## config.mk

```make
export PLATFORM = sky130hd
export DESIGN_NAME = led_counter_ctrl
export DESIGN_NICKNAME = d
export VERILOG_FILES = /design/src/rtl/led_counter_ctrl.sv
export SDC_FILE = /design/constraint.sdc
export NUM_CORES = 1
export LEC_CHECK = 0
export ABC_AREA = 1
export BUFFER_PORTS_ARGS = -buffer_cell sky130_fd_sc_hd__buf_2
export CORE_MARGIN = 2
export CORE_UTILIZATION = 50
export CTS_CLUSTER_DIAMETER = 120
export DETAILED_ROUTE_END_ITERATION = 16
export HOLD_SLACK_MARGIN = 0.06
export PLACE_DENSITY = 0.68
export SLEW_MARGIN = 10
export SYNTH_ARGS = -nofsm -noshare
export SYNTH_HDL_FRONTEND = slang
export SYNTH_SLANG_ARGS = --single-unit
```

## constraint.sdc

```tcl
create_clock -name clk_12M -period 2.5 [get_ports clk_12M]
set_clock_uncertainty 0.1 [all_clocks]
set_input_delay 0.125 -clock clk_12M [delete_from_list [all_inputs] [get_ports clk_12M]]
set_output_delay 0.125 -clock clk_12M [all_outputs]
set_load 0.03 [all_outputs]
```

## src/rtl/led_counter_ctrl.sv

```systemverilog
// -----------------------------------------------------------------------------
// led_counter_ctrl
//
// Two-button LED counter. Button A toggles run/pause and starts the counter
// from idle. Button B steps the counter while paused, or cycles the tick rate
// while running. Both buttons are synchronized and debounced, and only the
// press (1->0 of the debounced level) produces an event.
//
// Ports:
//   clk_12M  in   1  single clock, all state changes on its rising edge
//   rst_n    in   1  synchronous active-low reset
//   pmod     in   2  raw active-low buttons (asynchronous);
//                    [0] = A (run/pause), [1] = B (step/rate)
//   led      out  4  counter value
//   state    out  2  IDLE=00, RUN=01, PAUSE=10
//   rate     out  2  rate index r, tick frequency 2^r Hz
//   tick     out  1  one-cycle pulse on each counter advance in RUN
// -----------------------------------------------------------------------------
module led_counter_ctrl #(
    parameter int unsigned CLK_HZ          = 12000000,
    parameter int unsigned DEBOUNCE_CYCLES = 120000
) (
    input  logic       clk_12M,
    input  logic       rst_n,
    input  logic [1:0] pmod,
    output logic [3:0] led,
    output logic [1:0] state,
    output logic [1:0] rate,
    output logic       tick
);

    localparam int DIV_W = (CLK_HZ > 1) ? $clog2(CLK_HZ) : 1;
    localparam int DB_W  = (DEBOUNCE_CYCLES > 1) ? $clog2(DEBOUNCE_CYCLES) : 1;
    localparam logic [DB_W-1:0] DB_LAST = DB_W'(DEBOUNCE_CYCLES - 1);

    typedef enum logic [1:0] {
        S_IDLE  = 2'b00,
        S_RUN   = 2'b01,
        S_PAUSE = 2'b10
    } state_e;

    // Input conditioning
    logic [1:0]            sync1_q, sync2_q;
    logic [1:0][DB_W-1:0]  db_cnt_q, db_cnt_d;
    logic [1:0]            db_lvl_q, db_lvl_d;
    logic [1:0]            press_q,  press_d;

    // Counter datapath and control
    state_e                state_q, state_d;
    logic [1:0]            rate_q,  rate_d;
    logic [DIV_W-1:0]      div_q,   div_d;
    logic [3:0]            led_q,   led_d;

    logic                  press_a, press_b;
    logic [DIV_W-1:0]      period_m1;
    logic                  tick_c;

    // NOTE: every signal driven from always_comb gets a default on entry so
    // that no path leaves it unassigned, which would infer a latch.
    always_comb begin
        db_cnt_d = db_cnt_q;
        db_lvl_d = db_lvl_q;
        press_d  = 2'b00;
        for (int i = 0; i < 2; i++) begin
            if (sync2_q[i] == db_lvl_q[i]) begin
                db_cnt_d[i] = '0;
            end else if (db_cnt_q[i] == DB_LAST) begin
                // Level has differed long enough: accept it. A press is an
                // accepted 1->0, i.e. the old debounced level was 1.
                db_lvl_d[i] = sync2_q[i];
                db_cnt_d[i] = '0;
                press_d[i]  = db_lvl_q[i];
            end else begin
                db_cnt_d[i] = db_cnt_q[i] + 1'b1;
            end
        end
    end

    // A wins over a simultaneous B, so B is only honoured on its own.
    assign press_a   = press_q[0];
    assign press_b   = press_q[1] & ~press_q[0];

    assign period_m1 = DIV_W'((CLK_HZ >> rate_q) - 1);

    // Decoded from registered state and registered press events only; a rate
    // change in the same cycle clears the divider and suppresses the tick.
    assign tick_c    = (state_q == S_RUN) && !press_b && (div_q == period_m1);

    always_comb begin
        state_d = state_q;
        rate_d  = rate_q;
        div_d   = div_q;
        led_d   = led_q;
        unique case (state_q)
            S_IDLE: begin
                div_d = '0;
                if (press_a) state_d = S_RUN;
            end
            S_RUN: begin
                if (press_a) state_d = S_PAUSE;
                if (press_b) begin
                    rate_d = rate_q + 2'd1;
                    div_d  = '0;
                end else if (tick_c) begin
                    div_d  = '0;
                    led_d  = led_q + 4'd1;
                end else begin
                    div_d  = div_q + 1'b1;
                end
            end
            S_PAUSE: begin
                // Divider holds so counting resumes from where it stopped.
                if (press_a)      state_d = S_RUN;
                else if (press_b) led_d   = led_q + 4'd1;
            end
            default: begin
                state_d = S_IDLE;
                div_d   = '0;
            end
        endcase
    end

    // NOTE: sequential state is updated with non-blocking assignments so all
    // registers see the pre-edge values of each other.
    always_ff @(posedge clk_12M) begin
        if (!rst_n) begin
            sync1_q  <= 2'b11;
            sync2_q  <= 2'b11;
            db_cnt_q <= '0;
            db_lvl_q <= 2'b11;
            press_q  <= 2'b00;
            state_q  <= S_IDLE;
            rate_q   <= 2'd0;
            div_q    <= '0;
            led_q    <= 4'd0;
        end else begin
            sync1_q  <= pmod;
            sync2_q  <= sync1_q;
            db_cnt_q <= db_cnt_d;
            db_lvl_q <= db_lvl_d;
            press_q  <= press_d;
            state_q  <= state_d;
            rate_q   <= rate_d;
            div_q    <= div_d;
            led_q    <= led_d;
        end
    end

    assign led   = led_q;
    assign state = state_q;
    assign rate  = rate_q;
    assign tick  = tick_c;

endmodule

```

# Yosys cells after proc, flatten, opt, wreduce, memory -nomap -nowiden
# Index checks and enable logic that the tools add are counted.
# word_totals
ff_bits	74
input_bits	4
# op_classes
add_sub_neg	6
eq_ne	13
shifts	1
n_mux	11
n_bitwise	7
reduce_logical	15
# op_table
op	count
$mux 24	2
$pmux 24 s2	1
$add 17x1->17 const B	2
$eq 17x17->1 const B	2
$add 24x1->24 const B	1
$eq 24x24->1	1
$shr 24x2->24 const A	1
$sub 24x1->24 const B	1
$mux 4	4
$reduce_or 3->1	4
$ne 2x2->1 const B	5
$pmux 4 s2	1
$reduce_and 2->1	4
$not 1->1	6
$reduce_and 5->1	1
$add 4x1->4 const B	1
$mux 2	2
$pmux 2 s2	1
$add 2x1->2 const B	1
$eq 1x1->1	2
$eq 2x1->1 const B	1
$eq 2x2->1 const B	1
$logic_and 1x1->1	2
$logic_not 2->1	1
other kinds (5)	5

# Longest topological paths before layout
# Gate-level depths: netlist of run 1.
# logic_depth
depth_word	8
depth_mapped	14

# Worst setup path before layout of run 1
# OpenSTA, ideal clock, no wires.
# synth_timing
path_kind	flip-flop to flip-flop
from	register rate_q[1] (netlist: rate[1])
to	register div_q[20]
setup_ns	0.132
arrival_ns	2.137
required_time_ns	2.268
setup_slack_ns	0.130
path_stages_with_launch	13
n_path_buf	1
period_less_slack_ns	2.370
path_cell_list	dfxtp_1 -> inv_1 -> ha_1 -> or2_1 -> nand2_1 -> nand2_1 -> nand2_1 -> nand2_1 -> nor2_2 -> nand2_1 -> buf_4 -> nand4_1 -> a21oi_1
# synth_via
elab_chain_len	7
# synth_rtl
item	line_no	source
start, declared	50	logic [1:0] rate_q, rate_d;
start signal, assigned	143	rate_q <= rate_d;
$shr 24x2->24	83	assign period_m1 = DIV_W'((CLK_HZ >> rate_q) - 1);
$sub 24x1->24	83	
$eq 24x24->1	87	assign tick_c = (state_q == S_RUN) && !press_b && (div_q == period_m1);
$logic_and 1x1->1	87	
$mux 24	104	end else if (tick_c) begin
$mux 24	101	if (press_b) begin
$pmux 24 s2	94	unique case (state_q)
end signal, assigned	144	div_q <= div_d;
end, declared	51	logic [DIV_W-1:0] div_q, div_d;
# Every way passes these cells.
# A chain may end at the register's enable or synchronous reset.

# Final worst setup path of run 1
# layout_timing
from	register rate_q[0] (netlist: rate[0])
to	output tick
# layout_via
elab_chain_len	4
# layout_rtl
item	line_no	source
$shr 24x2->24	83	
$sub 24x1->24	83	
$eq 24x24->1	87	
$logic_and 1x1->1	87	
end, declared	29	output logic tick
# Every way passes these cells.

==> results of run 1 <==
-- cell usage after synthesis, drive strengths merged --
library cell	n
clkbuf	6
nand4	22
dfxtp	74
xor2	14
o211ai	7
and3	3
nor4	6
nand3b	2
nand2	165
buf	6
o21ai	21
xnor2	12
or2	8
ha	12
inv	83
nor3b	1
nand3	33
and2	1
a21oi	44
nor3	17
nor2	83
-- worst max path at each step --
| stage | to | slack, ns | startpoint | depth (start not counted) |
|---|---|---|---|---|
| after floorplan | div_q[20] | 0.13 | rate[1] | 12 |
| after global placement | div_q[7] | 0.42 | rate[0] | 12 |
| after detailed placement | div_q[7] | 0.36 | rate[1] | 12 |
| after CTS | tick | 0.03 | rate[1] | 11 |
| after global routing | tick | 0.005 | rate[0] | 11 |
| final | tick | 0.18 | rate[0] | 12 |
-- stage by stage --
stage	std cells	hold WS, ns	setup WS (ns)
after floorplan	620	0.132	0.130
after global placement	730	0.224	0.420
after detailed placement	730	0.227	0.362
after CTS	748	0.0720	0.0258
after global routing	749	0.0865	0.00481
final	749	0.0927	0.178
-- flip-flops by register name (all words and copies together), names as in the netlist --
register  cells
db_lvl_q      2
div_q        24
led           4
rate          2
sync2_q       2
db_cnt_q     34
state         2
press_q       2
sync1_q       2
-- where the power goes --
part / total [mW] / switching (mW) / internal, mW
clock network: 0.856 / 0.442 / 0.414
registers: 1.18 / 0.00167 / 1.18
logic: 0.0301 / 0.0206 / 0.00953
total: 2.07 / 0.465 / 1.60
-- cell families (layout without fill, tap and decap cells) --
kind of cell	Yosys count	count (layout)	synth area share, %
flops	74	74	35.6
compound gates	72	72	9.55
fa+ha+maj	12	12	3.60
simple gates	341	341	36.8
buf+inv	95	119	8.98
xor+xnor	26	26	5.47
-- what timing repair did --
item                                   4_1_cts  5_1_grt
setup endpoints to repair                    0        1
endpoints found under the hold margin        2        0
gates resized for setup                      0        7
hold buffers                                 2        0
buffers inserted                             0        1
-- critical path: cells and delay by family (launching register included) --
kind	cells	cell delay, ns
fa+ha+maj	1	0.24
buf+inv	4	0.46
flops	1	0.33
simple gates	7	0.72
-- per-layer routing --
metal	routed length, um	GRT usage [%]	part of all wire [%]
met1	4290	26.8	45
met2	4540	40.3	48
met3	424	5.06	4.4
met4	275	12.0	2.9
met5	0	0	0
-- cell type report --
class / instances / share of cell area (%)
clock buffer: 12 / 3.40
clock inverter: 4 / 0.576
inverter: 83 / 6.83
multi-input combinational: 451 / 51.0
sequential: 74 / 32.5
tap: 105 / 2.88
timing repair buffer: 20 / 2.80
==> run summary, run 1 <==
Of all nets on the critical path, the largest fanout is 5. The slowest stage of the critical path belongs to the cell sky130_fd_sc_hd__dfxtp_1. TritonCTS built the clock tree. The DRC violation total after the first TritonRoute iteration was 198; the count of unique library cells instantiated by Yosys was 35. The run gives 0 as the final count of negative-setup-slack endpoints. The placement-stage cell area is 0.00433 mm^2. Counting flops and latches in the post-synthesis netlist gives 74. The cell repeated most along the worst path was sky130_fd_sc_hd__nand2_1. Sorting the synthesized cells by area gives the leading types as sky130_fd_sc_hd__dfxtp_1 36%, sky130_fd_sc_hd__nand2_1 15%, sky130_fd_sc_hd__inv_1 7.4%.

Total CTS buffers: 9. Traced cell by cell, the critical path runs through buf_4 > ha_1 > nand2_1 > inv_1 > nor2_1 > nand2_1 > nor2_1 > nand2_1 > nor2_2 > nand3_2 > inv_1 > clkbuf_4. The dominant cell type by area after synthesis is sky130_fd_sc_hd__dfxtp_1. The power per cell area came out at 454 mW/mm^2.

The die is 95.3 um tall. The run gives 636 as the synthesized net count. The HPWL after detailed placement is 6990 um.

For the clock insertion delay at the later pin of the skew report, the log shows 0.35 ns. The worst register-to-register path ends at led[2]. The final number of hold-violating endpoints was 0; the final routed wirelength across all metal layers was 9530 um.

The logs give 0 for the initial antenna violation count and 4 for the first-pass detailed-route iteration total. The run gives 0 as the final routed DRC violation total. After filler insertion, the fill cell instance count of the layout stands at 798. The netlist area before placement was 0.00417 mm^2. The finished cells cover 0.00456 mm^2. CTS placed an instance of sky130_fd_sc_hd__clkbuf_8 at the clock tree root.

The longest individual stage delay on the worst path came out at 0.33 ns. The run finished with clean final reports. Static timing analysis puts the maximum clock frequency at 431 MHz. The final design utilization is 56.1%.

The first-pass GRT wire length was 16400 um. STA classifies the critical path startpoint as a flop. The initial utilization of the core area, before any placement, comes to 51.2%. The sequential cells in the finished layout cover a total of 0.00148 mm^2. The number of global-route vias before repair was 3730; the count of nets after finishing was 655. Data on the critical path arrives at its endpoint at 2.10 ns. The critical path start-end classification is flop to output pin. Clock-pin slew was measured on the worst setup and hold paths at 0.08 ns.

The depth of the worst hold-timing path was 3. IR analysis of the VDD net gives a maximum drop of 0.000468 V. The library cells used most frequently in the layout, excluding fill and tap cells, are 162 x sky130_fd_sc_hd__nand2_1, 80 x sky130_fd_sc_hd__inv_1, 74 x sky130_fd_sc_hd__dfxtp_1. The growth of design area from synthesis to finish is 9.43%, and the number of levels in the clock H-tree is 3. Routability-driven placement finished with a final weighted congestion of 0.941. The CTS sink count came out at 74. The width of the die came out at 95.3 um. The per-cell via count in the routed design was 5.22; the final count of pins violating max slew was 0. Once detail routing completed, the nets flagged for antenna violations numbered 0. The tools report the number of primary I/O pins as 13. For the final setup TNS, the log shows 0 ns.

The number of antenna repair diodes is 0. After synthesis, the largest area contributor takes up 35.6% of total cell area. STA classifies the critical path endpoint as an output pin. The average footprint of a synthesized cell came out at 6.72 um^2. Headroom to the max-slew limit came out at 53.0%.

The data required time at the worst endpoint was 2.28 ns; the length in cells of the worst reg-to-reg path was 14. The logs give 0 for the max-capacitance violation count and 1.68 nW for the static leakage. Entering global routing, the biggest net connects 25 pins. Power comes to 2.07 mW. In this run the most critical hold path is launched from rst_n. The number of cells produced by synthesis is 620. The smallest clock period supported by the final layout is computed as 2.32 ns.

The startpoint identified for the worst register-to-register timing path is rate[0]. The die area came out at 0.00908 mm^2. The tools report the sequential-to-total area share from yosys stat as 35.6%.

For hold timing, the worst endpoint is led[0]. The number of warnings reported in the yosys synthesis log was 0. The floorplan has 33 rows. The via total after detailed routing is 3907. Most common cell after layout, fill and taps aside: sky130_fd_sc_hd__nand2_1. The multi-input combinational cells in the finished layout cover a total of 0.00233 mm^2. The routed length per placed instance was 12.7 um. Setup repair after global routing left no endpoint under its margin.

The global-route total usage across every layer is 23.3%, and the number of I/O port buffers is 12. Actual slew at the worst max-slew pin: 0.703 ns. Counting along the longest clock path gives a buffer depth of 2.

Dividing the final minimum period by the clock period gives 92.9%. The post-route netlist has 10.7% of its cells at a drive strength greater than 1. The path class of the tightest hold or removal check is input pin to flop. After floorplanning, the core was sized to cover 0.00813 mm^2. The worst register-to-register path has a setup slack of 0.39 ns.

Summed over all layers, the global routing overflow is 0.
Note: power is estimated with default switching activity, not from simulation.
==> run 2: changes to the inputs <==
- CORE_UTILIZATION: 50 -> 55
- PLACE_DENSITY: 0.68 -> 0.74
==> run summary, run 2 (synthesis results as in run 1) <==
The final routed DRC violation total is 0 (unchanged), and the y dimension of the die is 91.0 um (-4.5%). The actual slew at the worst max-slew pin was 0.711 ns (+0.00763 ns); the count of nets after finishing was 659 (+0.61%). The power per cell area is 485 mW/mm^2 (+6.9%), and the share of the clock period used by the worst path is 95.0% (+2.2 points). The path class of the tightest hold or removal check is flop to flop. The logs give 0 (unchanged) for the final number of hold-violating endpoints and 0 (unchanged) for the leftover overflow at the end of global routing. The row count is 31 (-6.1%), and the via total after detailed routing is 3942 (+0.90%).

The tools report the number of global-route vias before repair as 3717 (-0.35%). STA classifies the critical path startpoint as a flop. The per-cell via count in the routed design came out at 5.28 (+1.2%). Width of the die: 91.0 um (-4.5%). The post-route antenna net violation count is 0 (unchanged). The run gives 421 MHz (-2.3%) as the top achievable clock speed.

The cell with the largest stage delay on the worst path is sky130_fd_sc_hd__dfxtp_4. The tools report the final HPWL from detailed placement as 6980 um (-0.17%). Die area: 0.00829 mm^2 (-8.7%).

The library cells used most frequently in the layout, excluding fill and tap cells, are 162 x sky130_fd_sc_hd__nand2_1, 80 x sky130_fd_sc_hd__inv_1, 73 x sky130_fd_sc_hd__nor2_1, 73 x sky130_fd_sc_hd__dfxtp_1, 44 x sky130_fd_sc_hd__a21oi_1. The cell repeated most along the worst path is sky130_fd_sc_hd__nand2_1. The final count of negative-setup-slack endpoints came out at 0 (unchanged). The ratio of cells with drive above 1 in the final layout was 11.3% (+0.55 points); the total CTS buffers was 9 (unchanged). The routability congestion estimate from global placement was 0.925 (-1.7%). The longest individual stage delay on the worst path was 0.38 ns (+0.05 ns); the number of I/O port buffers was 12 (unchanged). The worst setup path is of the flop to output pin kind.

Leaving out fill and tap cells, the most frequent cell in the layout is sky130_fd_sc_hd__nand2_1. For the worst IR drop on VDD, the log shows 0.000424 V (-9.4%). The DRC violation total after the first TritonRoute iteration is 230 (+16%), and the number of antenna repair diodes is 0 (unchanged). The final routed wirelength across all metal layers was 9580 um (+0.56%). The static leakage is 1.72 nW (+2.5%), and the final setup TNS is 0 ns (unchanged). TritonCTS built the clock tree.

The logs give 3 (unchanged) for the number of levels in the clock H-tree and 5 (+1) for the first-pass detailed-route iteration total. The tools report the worst-case clock buffer depth as 2 (unchanged). For the number of primary I/O pins, the log shows 13 (unchanged). The global-route total usage across every layer is 24.3% (+1.1 points), and the post-CTS clock slew at the launch and capture registers of the worst setup and hold paths is 0.08 ns (about the same). The effective utilization at floorplan was 57.1% (+5.9 points); the growth of design area from synthesis to finish was 11.7%. The data required time at the worst endpoint is 2.28 ns (about the same), and the relative slew slack is 52.5% (-0.51 points). The maximum fanout encountered on the critical timing path works out to 6 (+1).

The clock insertion delay at the later pin of the skew report was 0.35 ns (about the same). The worst setup path is captured at an output pin. The maximum number of pins on one net before global-route repair is 27 (+8.0%), and the area of the placeable core is 0.00729 mm^2 (-10%). The root buffer cell chosen for the clock tree is sky130_fd_sc_hd__clkbuf_8. The tools report the first-pass GRT wire length as 16500 um (+0.80%). The final count of pins violating max slew was 0 (unchanged). The logs give 0.124 ns (-0.0543 ns) for the final worst setup slack and 0 (unchanged) for the max-capacitance violation count. The flip-flop count of the largest register after layout works out to 34 (unchanged). Final critical path time including I/O delays and setup: 2.38 ns (+0.0543 ns). Ranked by flip-flop count, first place goes to db_cnt_q. The flow ran to the end, and the final reports show no timing, DRC or antenna violations. The routed length per placed instance was 12.8 um (+0.83%). The critical path data arrival time was 2.15 ns (+0.05 ns); the worst slack after detailed placement was 0.236 ns (-0.126 ns).

Walking the worst path, the cells encountered are clkinvlp_4 > ha_4 > or2_1 > nand2_1 > nand2_1 > nand2_1 > nand2_1 > nor2_4 > nand3_4 > inv_1 > buf_6. The tools report the initial antenna violation count as 0 (unchanged). The tools report the CTS sink count as 74 (unchanged).
## run 2: critical path, delay by kind of cell (launching register included)
| family | cells | cell delay [ns] |
|---|---|---|
| adder cells (fa/ha/maj) | 1 | 0.27 |
| buffers and inverters | 3 | 0.38 |
| flip-flops | 1 | 0.38 |
| AND/OR/NAND/NOR | 7 | 0.78 |
## run 2: per-stage QoR
step                      hold slack (ns)  cells  area, um^2  util, %  total power, mW
final                               0.317    747        4650     63.8             2.26
after global routing                0.338    747        4650     63.8             2.33
after CTS                           0.321    742        4590     62.9             2.28
after detailed placement            0.230    723        4320     59.2             1.24
after global placement              0.222    723        4320     59.2             1.24
after floorplan                     0.132    620        4170        -             1.23
## run 2: per-layer routing
layer	GRT usage, %	part of all wire, %
met3	4.65	4.7
met2	42.3	49
met4	9.60	2.6
met5	0	0
met1	29.6	44
## run 2: where the power goes
part           switching [mW]  leakage [nW]  internal [mW]
sequential            0.00185         0.598           1.18
clock                   0.474         0.112          0.572
combinational          0.0200          1.01         0.0105
## run 2: repair_timing
action	in CTS	in global routing
gates resized for setup	3	9
pin swaps	0	1
hold endpoints to repair	3	0
buffers inserted	0	5
hold buffers	3	0
setup endpoints to repair	1	1
## run 2: path summary, 6_finish.rpt
path / startpoint / end / slack, ns / depth (start not counted)
hold reg to reg: sync1_q[1] / sync2_q[1] / 0.32 / 1
setup reg to reg: rate[0] / led[0] / 0.34 / 14
hold / removal: sync1_q[1] / sync2_q[1] / 0.32 / 1
setup / recovery: rate[0] / tick / 0.12 / 11
## run 2: final cells by class
cell class	count	area, um^2
flip-flops and latches	74	1490
repair buffers	24	164
clock inverters	7	101
multi-input cells	451	2340
inverters	83	315
clock buffers	9	124
well taps	99	124
fillers	741	2640
==> run 3: changes to the inputs <==
- ABC_CLOCK_PERIOD_IN_PS: unset -> 2500
- PLACE_DENSITY: 0.74 -> 0.72
==> run summary, run 3 (synthesis results as in run 1) <==
The run finished with clean final reports. The proportion of power drawn by combinational gates came out at 1.2% (-0.2 points). The share of the clock period used by the worst path was 93.2% (-1.8 points); the relative slew slack was 53.5% (+1.1 points).

Counting flops per register, the top entry is db_cnt_q. The ratio of cells with drive above 1 in the final layout came out at 12.1% (+0.81 points). The run gives 429 MHz (+1.9%) as the top achievable clock speed. The logs give 0.00729 mm^2 (unchanged) for the area of the placeable core and 185 (-20%) for the DRC violation total after the first TritonRoute iteration.

The first-pass GRT wire length came out at 16400 um (-0.71%). The switching portion of total power was 19.6% (-2.3 points); the count of nets after finishing was 657 (-0.30%). The amount of wire on met3 after detailed routing was 465 um (+2.2%); the power per cell area was 518 mW/mm^2 (+6.7%).

The tools report the number of primary I/O pins as 13 (unchanged). The worst-case clock buffer depth came out at 2 (unchanged). The tools report the worst IR drop on VDD as 0.000348 V (-18%). The actual slew at the worst max-slew pin came out at 0.695 ns (-0.0160 ns).

After detailed routing, no signal wire sits above met4. The tools report the clock insertion delay at the later pin of the skew report as 0.35 ns (about the same). TritonCTS built the clock tree. Y dimension of the die: 91.0 um (unchanged). The tools report the sequential group share of total power as 48.5% (-3.8 points). The net switching power figure was 0.479 mW (-3.4%). The final routed wirelength across all metal layers is 9500 um (-0.83%).

The critical path in this run is classified as flop to output pin. The clock tree root buffer cell was sky130_fd_sc_hd__clkbuf_8. The internal power summed over all cells was 1.96 mW (+11%). For the detailed-route wire length on metal 1, the log shows 4150 um (-0.55%). The row count is 31 (unchanged), and the final count of negative-setup-slack endpoints is 0 (unchanged). The effective utilization at floorplan was 57.1% (unchanged). For the leftover overflow at the end of global routing, the log shows 0 (unchanged). For the final number of hold-violating endpoints, the log shows 0 (unchanged). The via total after detailed routing is 3924 (-0.46%). Leaving out fill and tap cells, the most frequent cell in the layout is sky130_fd_sc_hd__nand2_1. The path class of the tightest hold or removal check is input pin to flop. The routed length per placed instance works out to 12.8 um (-0.57%). The number of levels in the clock H-tree was 3 (unchanged).

Leaving out fill and tap cells, the most frequent cells in the layout are 162 x sky130_fd_sc_hd__nand2_1, 80 x sky130_fd_sc_hd__inv_1, 73 x sky130_fd_sc_hd__nor2_1, 73 x sky130_fd_sc_hd__dfxtp_1, 44 x sky130_fd_sc_hd__a21oi_1. The post-route antenna net violation count was 0 (unchanged); the worst slack after detailed placement was 0.219 ns (-0.0175 ns). The per-cell via count in the routed design works out to 5.27 (-0.19%). The post-CTS clock slew at the launch and capture registers of the worst setup and hold paths was 0.08 ns (about the same); the total CTS buffers was 9 (unchanged). The die area is 0.00829 mm^2 (unchanged), and the final setup TNS is 0 ns (unchanged).

The number of I/O port buffers came out at 12 (unchanged). For the data required time at the worst endpoint, the log shows 2.28 ns (about the same). The worst setup path is launched from a flop. The clock power share is 50.3% (+4.0 points), and the maximum fanout encountered on the critical timing path is 6 (unchanged). The flip-flop count of the largest register after layout was 34 (unchanged); the final HPWL from detailed placement was 6900 um (-1.1%). For the static leakage, the log shows 1.73 nW (+0.37%). The kind of end point of the critical path is an output pin.

The final count of pins violating max slew came out at 0 (unchanged). The run gives 27 (unchanged) as the maximum number of pins on one net before global-route repair. The first-pass detailed-route iteration total is 4 (-1). For the number of global-route vias before repair, the log shows 3696 (-0.56%).

The number of antenna repair diodes came out at 0 (unchanged). The critical path data arrival time was 2.11 ns (-0.04 ns). The CTS sink count was 74 (unchanged); the final critical path time including I/O delays and setup was 2.33 ns (-0.0452 ns). The tools report the initial antenna violation count as 0 (unchanged). The tools report the max-capacitance violation count as 0 (unchanged). The routability congestion estimate from global placement was 0.940 (+1.6%); the growth of design area from synthesis to finish was 13.0%. The final routed DRC violation total was 0 (unchanged). The tools report the final worst setup slack as 0.169 ns (+0.0452 ns). The run gives 24.2% (-0.14 points) as the global-route total usage across every layer. Width of the die: 91.0 um (unchanged).

Wire length on met2: 4630 um (-1.6%).
## run 3: cell types whose count changed in the layout (fill, tap and decap cells not counted), sizes merged
cell and delta:
buf -1, bufinv +2, clkbuf +1, clkinv -1, clkinvlp -1, dlygate4sd3 -1
inv -1
## run 3: what timing repair did
action                     CTS  global route
gates resized for setup      2            17
setup buffers                0             4
pin swaps                    0             4
hold buffers                 2             0
hold endpoints to repair     2             0
setup endpoints to repair    1             1
## run 3: final timing paths
| check | startpoint | endpoint | cells past startpoint | slack, ns |
|---|---|---|---|---|
| min reg2reg | sync1_q[1] | sync2_q[1] | 1 | 0.32 |
| min | rst_n | db_lvl_q[0] | 2 | 0.07 |
| max reg2reg | rate[0] | led[0] | 14 | 0.22 |
| max | rate[0] | tick | 10 | 0.17 |
## run 3: worst max-delay path: stages, from the launching register on
cell,delay [ns]
sky130_fd_sc_hd__dfxtp_4,0.39
sky130_fd_sc_hd__clkinvlp_4,0.15
sky130_fd_sc_hd__ha_4,0.34
sky130_fd_sc_hd__xnor2_2,0.13
sky130_fd_sc_hd__nand2_1,0.07
sky130_fd_sc_hd__nor2_1,0.10
sky130_fd_sc_hd__nand2_1,0.07
sky130_fd_sc_hd__nor2_2,0.17
sky130_fd_sc_hd__nand3_4,0.12
sky130_fd_sc_hd__inv_2,0.08
sky130_fd_sc_hd__buf_6,0.12
## run 3: final cells by class
class | count | area [um^2]
Clock buffer | 10 | 128
Clock inverter | 6 | 138
Fill cell | 678 | 2580
Inverter | 83 | 315
Multi-Input combinational cell | 451 | 2370
Sequential cell | 74 | 1490
Tap cell | 99 | 124
Timing Repair Buffer | 22 | 146
## run 3: layer usage
metal | GRT usage [%] | vias up
met5 | 0 | -
met4 | 10.9 | 0
met3 | 3.65 | 25
met2 | 41.0 | 86
met1 | 30.3 | 1789
li1 | - | 2024
## run 3: power groups by stage
stage / Clock [mW] / Sequential, mW / Combinational (mW)
4_1_cts: 1.25 / 1.18 / 0.0303
3_3_place_gp: 0 / 1.21 / 0.0265
2_1_floorplan: 0 / 1.21 / 0.0178
5_1_grt: 1.29 / 1.18 / 0.0333
3_5_place_dp: 0 / 1.21 / 0.0277
6_report: 1.23 / 1.18 / 0.0295
## run 3: metrics by stage
stage	total power [mW]	std cells	cell area (um^2)	hold WS, ns	util, %
floorplan	1.23	620	4170	0.132	-
global placement	1.24	723	4320	0.218	59.2
detailed placement	1.24	723	4320	0.223	59.2
CTS	2.46	741	4620	0.0716	63.3
global route	2.51	745	4710	0.0818	64.6
finish	2.44	745	4710	0.0687	64.6
